$ cat src/rtl/hampel_detect.sv
// hampel_detect: Hampel outlier filter placed after the MAD calculator.
//
// Raw samples are buffered in a circular FIFO. Each median/MAD result pops the
// oldest sample. The sample is flagged as an outlier when |x - median| > K*MAD,
// and an outlier is replaced by the rounded median.
//
// Pipeline: pop + arithmetic (stage 1), compare + select (stage 2), output regs.
// A pop sampled at edge N shows data_out_vld after edge N+2.
//
// Ports:
//   clk, rst          clock (rising edge), asynchronous active-low reset
//   sample_in/_vld    raw sample stream, pushed into the FIFO
//   median_in, mad_in Q8.8 median and scaled MAD, qualified by mad_vld (pops)
//   data_out/_vld     filtered sample, one-cycle valid pulse
//   outlier           data_out is the replacement value
//   outlier_cnt       saturating count of outliers since reset
//   fifo_level        current FIFO occupancy
//   ovf_err, unf_err  sticky: push dropped while full / result while empty
module hampel_detect #(
    parameter int unsigned DATA_WIDTH = 8,
    parameter int unsigned FIFO_DEPTH = 16,
    parameter logic [7:0]  K          = 8'h30,
    parameter int unsigned CNT_WIDTH  = 16
) (
    input  logic                          clk,
    input  logic                          rst,
    input  logic [DATA_WIDTH-1:0]         sample_in,
    input  logic                          sample_vld,
    input  logic [15:0]                   median_in,
    input  logic [15:0]                   mad_in,
    input  logic                          mad_vld,
    output logic [DATA_WIDTH-1:0]         data_out,
    output logic                          data_out_vld,
    output logic                          outlier,
    output logic [CNT_WIDTH-1:0]          outlier_cnt,
    output logic [$clog2(FIFO_DEPTH):0]   fifo_level,
    output logic                          ovf_err,
    output logic                          unf_err
);

    localparam int unsigned AddrWidth = $clog2(FIFO_DEPTH);
    localparam int unsigned LvlWidth  = AddrWidth + 1;
    localparam logic [16:0] RepMax    = 17'((64'd1 << DATA_WIDTH) - 64'd1);

    // ------------------------------------------------------------------
    // FIFO
    // ------------------------------------------------------------------
    logic [DATA_WIDTH-1:0] mem [FIFO_DEPTH];
    logic [AddrWidth-1:0]  wr_ptr_q, rd_ptr_q;
    logic [LvlWidth-1:0]   level_d;
    logic                  fifo_empty, fifo_full;
    logic                  pop_ok, push_ok;
    logic [DATA_WIDTH-1:0] rd_data;

    assign fifo_empty = (fifo_level == '0);
    assign fifo_full  = (fifo_level == LvlWidth'(FIFO_DEPTH));
    assign pop_ok     = mad_vld && !fifo_empty;
    // A pop in the same cycle frees the slot, so a push at full still succeeds.
    assign push_ok    = sample_vld && (!fifo_full || pop_ok);
    assign rd_data    = mem[rd_ptr_q];

    always_comb begin
        level_d = fifo_level;
        case ({push_ok, pop_ok})
            2'b10:   level_d = fifo_level + LvlWidth'(1);
            2'b01:   level_d = fifo_level - LvlWidth'(1);
            default: level_d = fifo_level;
        endcase
    end

    // Storage is not reset; contents are meaningless after reset anyway.
    always_ff @(posedge clk) begin
        if (push_ok) begin
            mem[wr_ptr_q] <= sample_in;
        end
    end

    always_ff @(posedge clk or negedge rst) begin
        if (!rst) begin
            wr_ptr_q   <= '0;
            rd_ptr_q   <= '0;
            fifo_level <= '0;
            ovf_err    <= 1'b0;
            unf_err    <= 1'b0;
        end else begin
            if (push_ok) wr_ptr_q <= wr_ptr_q + AddrWidth'(1);
            if (pop_ok)  rd_ptr_q <= rd_ptr_q + AddrWidth'(1);
            fifo_level <= level_d;
            if (sample_vld && fifo_full && !pop_ok) ovf_err <= 1'b1;
            if (mad_vld && fifo_empty)              unf_err <= 1'b1;
        end
    end

    // ------------------------------------------------------------------
    // Stage 1 arithmetic (on the popped sample)
    // ------------------------------------------------------------------
    logic [15:0]           x_q88;
    logic [15:0]           dev;
    logic [23:0]           thr;
    logic [16:0]           rep_sum;
    logic [8:0]            rep_int;
    logic [DATA_WIDTH-1:0] rep;

    always_comb begin
        x_q88   = 16'({rd_data, 8'h00});
        dev     = (x_q88 >= median_in) ? (x_q88 - median_in) : (median_in - x_q88);
        thr     = 24'(K) * 24'(mad_in);
        // 17-bit add keeps the carry so 16'hFFC0 rounds up and saturates.
        rep_sum = {1'b0, median_in} + 17'h00080;
        rep_int = rep_sum[16:8];
        if ({8'h00, rep_int} > RepMax) begin
            rep = DATA_WIDTH'(RepMax);
        end else begin
            rep = DATA_WIDTH'(rep_int);
        end
    end

    logic                  s1_vld_q;
    logic [15:0]           s1_dev_q;
    logic [23:0]           s1_thr_q;
    logic [DATA_WIDTH-1:0] s1_rep_q;
    logic [DATA_WIDTH-1:0] s1_raw_q;

    always_ff @(posedge clk or negedge rst) begin
        if (!rst) begin
            s1_vld_q <= 1'b0;
            s1_dev_q <= '0;
            s1_thr_q <= '0;
            s1_rep_q <= '0;
            s1_raw_q <= '0;
        end else begin
            s1_vld_q <= pop_ok;
            if (pop_ok) begin
                s1_dev_q <= dev;
                s1_thr_q <= thr;
                s1_rep_q <= rep;
                s1_raw_q <= rd_data;
            end
        end
    end

    // ------------------------------------------------------------------
    // Stage 2: compare and select
    // ------------------------------------------------------------------
    logic                  is_outlier;
    logic                  s2_vld_q;
    logic                  s2_outlier_q;
    logic [DATA_WIDTH-1:0] s2_data_q;

    // dev is Q8.8, thr is Q12.12: align dev by 4 fractional bits.
    assign is_outlier = ({4'b0000, s1_dev_q, 4'b0000} > s1_thr_q);

    always_ff @(posedge clk or negedge rst) begin
        if (!rst) begin
            s2_vld_q     <= 1'b0;
            s2_outlier_q <= 1'b0;
            s2_data_q    <= '0;
        end else begin
            s2_vld_q <= s1_vld_q;
            if (s1_vld_q) begin
                s2_outlier_q <= is_outlier;
                s2_data_q    <= is_outlier ? s1_rep_q : s1_raw_q;
            end
        end
    end

    // ------------------------------------------------------------------
    // Output registers
    // ------------------------------------------------------------------
    always_ff @(posedge clk or negedge rst) begin
        if (!rst) begin
            data_out     <= '0;
            data_out_vld <= 1'b0;
            outlier      <= 1'b0;
            outlier_cnt  <= '0;
        end else begin
            data_out_vld <= s2_vld_q;
            if (s2_vld_q) begin
                data_out <= s2_data_q;
                outlier  <= s2_outlier_q;
                if (s2_outlier_q && (outlier_cnt != '1)) begin
                    outlier_cnt <= outlier_cnt + CNT_WIDTH'(1);
                end
            end
        end
    end

endmodule
$ cat config.mk
export PLATFORM = sky130hd
export DESIGN_NAME = hampel_detect
export DESIGN_NICKNAME = d
export VERILOG_FILES = /design/src/rtl/hampel_detect.sv
export SDC_FILE = /design/constraint.sdc
export NUM_CORES = 1
export LEC_CHECK = 0
export ABC_AREA = 1
export BUFFER_PORTS_ARGS = -buffer_cell sky130_fd_sc_hd__buf_4
export CAP_MARGIN = 20
export CORE_UTILIZATION = 54
export DETAILED_ROUTE_END_ITERATION = 7
export PLACE_DENSITY = 0.72
export SLEW_MARGIN = 15
export SYNTH_ARGS = -nofsm -noshare
export SYNTH_HDL_FRONTEND = slang
export SYNTH_SLANG_ARGS = --single-unit
$ cat constraint.sdc
create_clock -name clk -period 3 [get_ports clk]
set_clock_uncertainty 0.15 [all_clocks]
set_input_delay 0.3 -clock clk [delete_from_list [all_inputs] [get_ports clk]]
set_output_delay 0.3 -clock clk [all_outputs]
set_load 0.05 [all_outputs]
==> results of run 1 <==
## layout make-up
class	count	area (um^2)
clock buffers	31	668.1
clock inverters	13	73.82
fillers	1689	6878
inverters	151	586.8
multi-input cells	896	5216
flip-flops and latches	230	6399
well taps	280	350.3
repair buffers	188	1713
repair inverters	1	6.256
## sequential cells by signal, summed over array words and instances (netlist names), 5 cells and up
signal and count:
outlier_cnt 16, s1_raw_q 8, mem 128, s1_dev_q 16, fifo_level 5, s2_data_q 8, data_out 8, s1_rep_q 8
s1_thr_q 18
## cell families (layout without fill, tap and decap cells)
logic type      after synthesis  in the layout  synth area share [%]
simple gates                569            569                 19.75
flops                       230            230                 52.94
compound gates              213            213                 10.06
buf+inv                     196            384                 6.627
fa+ha+maj                    65             65                 6.917
xor+xnor                     41             41                 2.972
mux                           8              8                0.7456
## worst reg2reg max path, cell delays in order (launching register included)
cell       delay, ps
dfrtp_2          490
buf_8            180
clkbuf_16        160
nor2_4           100
nor2_1            40
o21ai_1           80
o211ai_1         120
nand3_1          170
nand2_2          110
ha_4             310
nand2_4           50
inv_2             50
nand2_2           60
nor2_2           100
nand2_2          100
nand3_4          190
inv_4             80
o21ai_1          150
nand3_1          140
nand2_1          100
## synth_stat cells (all sizes together)
cell type and count:
o21bai 4, and2 3, xor2 32, ha 62
a21boi 2, buf 35, a31o 1, clkinv 3
or2 3, dfrtp 102, xnor2 9, o21a 1
nor2 172, edfxtp 128, fa 3, o211ai 33
nor3 16, nand3b 3, a2bb2oi 1, clkbuf 10
nand3 93, mux2 8, nand4 13, a21oi 40
a21o 4, nand2 266, a31oi 7, inv 148
o21ai 120
## placed cells by master, fill, tap and decap left out, drive strengths merged, types with 32 or more instances in the layout
master,count
clkbuf,37
xor2,32
nand2,266
o211ai,33
inv,148
nor2,172
ha,62
nand3,93
dfrtp,102
edfxtp,128
buf,158
o21ai,120
a21oi,40
## stage by stage
| stage | power, mW | util, % | cell area (um^2) | hold slack [ps] | TNS [ps] |
|---|---|---|---|---|---|
| floorplan | 8.991 | - | 12080 | -145.6 | 0 |
| global placement | 11.27 | 60.89 | 13330 | 266.9 | 0 |
| detailed placement | 11.42 | 60.89 | 13330 | 273.1 | -396.3 |
| CTS | 14.40 | 65.66 | 14370 | 14.58 | 0 |
| global route | 16.89 | 68.58 | 15010 | 36.46 | -1391 |
| finish | 15.87 | 68.58 | 15010 | 25.20 | -21.57 |
## metal layers
metal / up-vias / global-route usage, % / share of wire, %
met4: 0 / 6.733 / 2.8
met3: 57 / 3.413 / 6.9
met1: 4603 / 36.47 / 44
li1: 4752 / - / -
met2: 385 / 41.12 / 46
met5: - / 0 / 0
## where the power goes
group,total [mW],switching [mW],internal (mW)
Clock,2.79,1.21,1.58
Sequential,4.45,0.422,4.03
Combinational,8.63,5.04,3.59
Total,15.9,6.68,9.20
## worst min-delay path by stage
| stage | endpoint | cells past startpoint |
|---|---|---|
| floorplan | data_out[0] | 0 |
| global placement | outlier_cnt[2] | 1 |
| detailed placement | outlier_cnt[1] | 1 |
| CTS | s1_rep_q[3] | 3 |
| global route | s1_rep_q[5] | 3 |
| finish | s1_rep_q[3] | 3 |
## what timing repair did
action,in CTS,in global routing
setup endpoints to repair,15,15
buffers inserted,0,12
pin swaps,1,51
hold buffers,24,0
resized for setup,7,115
cloned,1,10
endpoints found under the hold margin,174,0
==> out/qor.csv, run 1 <==
metric,value,unit
status,"finished, violations left",
failing checks,setup timing,
DP HPWL,20150,um
Avg WL per Cell,16.93,um
row count,54,
Worst Path Buf+Inv,4,
critical path arrival,3310,ps
max_slew headroom,49.82,%
Placed Instances,1699,
CP Launch Point,rd_ptr_q[0],
CP top delay family,simple AND/OR/NAND/NOR gates,
clock sinks,230,
antenna violations before repair,0,
Worst-Margin Slew,752.7,ps
vias per cell,5.473,
Startpoint Class,flip-flop,
CP Max Fanout,6,
Die Span Y,151.6,um
synthesized area per cell,9.140,um^2
Slowest Stage Delay on Critical Path,490,ps
Initial Util,55.20,%
Top-Level Pins,77,
share of cells above drive strength 1,20.86,%
"top cells by area, synth","edfxtp_1 (32%), dfrtp_1 (21%), nand2_1 (8.2%), ha_1 (6.4%), nor2_1 (5.3%)",
crit end category,flip-flop,
drt initial violations,834,
fmax,331.5,MHz
fin crit share,100.6,%
number of global-route vias before repair,8993,
worst setup slack after layout,-16.67,ps
beginning of the worst register-to-register path,rd_ptr_q[0],
Placement Setup Slack,-70.03,ps
Critical Path Sink,s1_dev_q[8],
Yosys cell types,45,
RSZ-0062 raised after global routing,yes,
core area,21890,um^2
crit-path cells,"buf_8, clkbuf_16, nor2_4, nor2_1, o21ai_1, o211ai_1, nand3_1, nand2_2, ha_4, nand2_4, inv_2, nand2_2, nor2_2, nand2_2, nand3_4, inv_4, o21ai_1, nand3_1, nand2_1",
CTS buffer count,24,
min Tclk post-route,3017,ps
Hold Crit Start,median_in[11],
Syn Inst Count,1322,
H-tree Lvls,1,
Worst EP required,3290,ps
area delta synth->final,24.25,%
Max Cap Viol,0,
Die X,151.6,um
Syn. warnings,0,
final setup vio count,2,
clk buf depth,3,
DIE AREA,22980,um^2
peak supply drop,0.0006333,V
Slew Limit Fails,0,
CP max stage cell,dfrtp_2,
Final ANT Viol Nets,0,
largest net degree at the start of global routing,66,
post-synth top area cell,edfxtp_1,
worst min-delay path class,primary input to flip-flop,
Clock Root Buffer,clkbuf_16,
first drt pass iteration count,5,
Port Buffers,76,
routed vias,9797,
total track usage,25.53,%
Critical Path Stages,19,
final WL,30310,um
syn_nets,1431,
clk slew on worst S/H paths,60,ps
top-area cell type share of the netlist area,31.81,%
cell mode on critical path,nand2_2,
global-route wire length before repair,45400,um
Clock Latency Late Sink,510,ps
worst r2r dst,s1_dev_q[8],
Synth Register Bits,230,
Syn Std Cell Area,12080,um^2
CTS tree,yes,
pwr/cell area,1057,nW/um^2
"Hold Vio Cnt, Final",0,
DR DRC count,0,
remaining global-route overflow,0,
Nets,1601,
Finished Layout Cells,1790,
WS Path Type,flip-flop to flip-flop,
diode count,0,
sequential element share of the synthesized area,52.94,%
reg2reg setup slack,-20,ps
R2R depth,19,
leak pwr,6.683,nW
routability congestion estimate,0.9083,
Note: power is estimated with default switching activity, not from simulation.
==> inputs of run 2 (changes only) <==
- CORE_MARGIN: default -> 4
==> run 2 against run 1 <==
Net effect:
- the flow now finishes without violations
- final cell count down 0.95%
- utilization decreased by 0.86 points
- wire length down 1.7%
- flip-flop and latch count did not move
- register-to-register slack better by 120 ps
- non-clock buffer count fell by 18
- largest power group unchanged
- critical endpoint is now s1_dev_q[11]
- sequential share of layout area is 0.54 points higher
- clock power up 6%
- largest cell class unchanged
- global-route usage decreased by 2.0 points
- highest routed layer unchanged
- worst hold slack got worse by 7.6 ps
- critical path depth stayed put
==> out/qor.csv, run 2 (synthesized netlist as in run 1, its figures left out) <==
metric,value,unit,change
status,completed,,
routability congestion estimate,0.8851,,-2.6%
Hold Slack,17.60,ps,-7.598 ps
Clock Latency Late Sink,510,ps,about the same
DP HPWL,20330,um,+0.89%
peak supply drop,0.0006610,V,+4.4%
P_int,9.103,mW,-1.0%
Initial Util,55.20,%,unchanged
area delta synth->final,22.69,%,
H-tree Lvls,1,,unchanged
clk buf depth,3,,unchanged
"most common cell after layout, fill and taps aside",nand2_1,,
Slowest Stage Delay on Critical Path,500,ps,about the same
final setup vio count,0,,-2
drt initial violations,864,,+3.6%
total track usage,23.53,%,-2.0 points
Net Sw Frac,41.09,%,-0.99 points
cell mode on critical path,nand2_1,,
final WL,29800,um,-1.7%
Max Cap Viol,0,,unchanged
Nets,1583,,-1.1%
max_slew headroom,34.65,%,-15 points
global-route wire length before repair,46750,um,+3.0%
antenna violations before repair,0,,unchanged
fin crit share,96.56,%,-4.0 points
first drt pass iteration count,5,,unchanged
WHS Path Cells,3,,unchanged
Slew Limit Fails,0,,unchanged
fmax,345.2,MHz,+4.1%
share of cells above drive strength 1,18.63,%,-2.2 points
clk slew on worst S/H paths,60,ps,about the same
CTS tree,yes,,
Worst EP required,3290,ps,about the same
Largest register FFs,128,,unchanged
remaining global-route overflow,0,,unchanged
leak pwr,6.593,nW,-1.3%
P_sw,6.348,mW,-5.0%
final core occ,67.72,%,-0.86 points
worst r2r dst,s1_dev_q[11],,
Die Span Y,157.6,um,+4.0%
crit-path cells,"inv_8, clkbuf_16, nor2_1, nor2_1, o21ai_0, o211ai_1, nand3_1, nand2_2, ha_4, nand2_1, nor3_1, buf_4, nand2_1, nand2_1, xor2_2, nand2_1, nand2_1, nand2_1, nand2_1",,
"Hold Vio Cnt, Final",0,,unchanged
largest net degree at the start of global routing,73,,+11%
vias per cell,5.446,,-0.50%
clock sinks,230,,unchanged
Worst-Margin Slew,980.3,ps,+227.5 ps
number of global-route vias before repair,9111,,+1.3%
combinational cell fraction of total power,52.0,%,-2.4 points
CTS buffer count,25,,+4.2%
Biggest register,mem,,
Port Buffers,76,,unchanged
Top-Level Pins,77,,unchanged
DR DRC count,0,,unchanged
Startpoint Class,flip-flop,,
Clock Root Buffer,clkbuf_16,,
core area,21890,um^2,unchanged
beginning of the worst register-to-register path,rd_ptr_q[0],,
crit end category,flip-flop,,
pwr/cell area,1042,nW/um^2,-1.4%
Final ANT Viol Nets,0,,unchanged
Worst Hold Path EP,s1_rep_q[3],,
CP max stage cell,dfrtp_2,,
Die X,157.6,um,+4.0%
critical path arrival,3190,ps,-120 ps
worst min-delay path class,primary input to flip-flop,,
Sequential Power Share,28.8,%,+0.7 points
routed vias,9655,,-1.4%
Hold Crit Start,median_in[11],,
min Tclk post-route,2897,ps,-119.8 ps
R2R depth,19,,unchanged
Avg WL per Cell,16.80,um,-0.75%
row count,54,,unchanged
most frequent cells in the layout,"nand2_1 (247), nor2_1 (157), inv_1 (131), edfxtp_1 (128), buf_4 (127)",,
RSZ-0062 raised after global routing,yes,,
CP Max Fanout,11,,+5
reg2reg setup slack,100,ps,+120 ps
DIE AREA,24830,um^2,+8.1%
Top Registers,"mem (128), s1_thr_q (18)",,
WS Path Type,flip-flop to flip-flop,,
clock network power share,19.2,%,+1.6 points
run 2: cell types whose count changed in the layout (fill, tap and decap cells not counted), moves of 4 or more:
| cell | delta |
|---|---|
| nor2_4 | -5 |
| o21ai_1 | -12 |
| nand2_1 | +10 |
| nand2_2 | -8 |
| buf_4 | -15 |
| o21ai_0 | +10 |
| clkinv_2 | -4 |
run 2: per-stage QoR:
| stage | TNS [ps] | cells | instance area [um^2] | total power [mW] | worst slack, ps |
|---|---|---|---|---|---|
| 3_3_place_gp | 0 | 1689 | 13270 | 11.19 | 97.71 |
| 5_1_grt | -539.7 | 1772 | 14820 | 16.55 | -62.67 |
| 6_report | 0 | 1773 | 14820 | 15.45 | 103.1 |
| 4_1_cts | 0 | 1757 | 14290 | 14.36 | 14.03 |
| 3_5_place_dp | 0 | 1689 | 13270 | 11.32 | 23.38 |
| 2_1_floorplan | 0 | 1322 | 12080 | 8.991 | 68.51 |
run 2: timing repair:
item                                    4_1_cts  5_1_grt
gates resized for setup                       0       89
setup buffers                                 0       10
hold buffers                                 23        0
hold endpoints to repair                    213        0
endpoints found under the setup margin        0       16
run 2: layer usage:
| metal | share of wire [%] | GRT usage, % | vias to the layer above |
|---|---|---|---|
| met4 | 2.4 | 5.162 | 0 |
| met2 | 47 | 38.57 | 336 |
| li1 | - | - | 4722 |
| met3 | 6.0 | 2.488 | 53 |
| met5 | 0 | 0 | - |
| met1 | 45 | 34.37 | 4544 |
run 2: worst max-delay path: cells and delay by family, from the launching register on:
family          cells  cell delay, ps
xor+xnor            1             180
compound gates      2             240
buf+inv             3             450
simple gates       12            1010
flops               1             500
fa+ha+maj           1             310
run 2: power by group through the flow:
stage                     Sequential (mW)  Combinational (mW)  Clock (mW)
final                                4.46                8.03        2.96
after global routing                 4.53                8.87        3.16
after CTS                            4.43                6.91        3.01
after detailed placement             4.48                6.84           0
after global placement               4.46                6.72           0
after floorplan                      4.78                4.21           0
run 2: worst max-delay path by stage:
stage / start / cells past startpoint / endpoint / slack (ps)
final: rd_ptr_q[0] / 19 / s1_dev_q[11] / 100
after CTS: rd_ptr_q[0] / 21 / s1_dev_q[14] / 10
after detailed placement: rd_ptr_q[0] / 21 / s1_dev_q[14] / 20
after floorplan: fifo_level[1] / 19 / fifo_level[4] / 70
after global placement: rd_ptr_q[0] / 17 / s1_dev_q[12] / 100
after global routing: rd_ptr_q[0] / 20 / s1_dev_q[10] / -60
run 2: layout make-up:
| cell class | count | area (um^2) |
|---|---|---|
| inverter | 151 | 579.3 |
| clock inverter | 10 | 98.84 |
| multi-input combinational | 896 | 5155 |
| antenna | 1 | 2.502 |
| fill | 1721 | 7067 |
| timing repair buffer | 170 | 1546 |
| sequential | 230 | 6399 |
| clock buffer | 35 | 693.2 |
| tap | 280 | 350.3 |
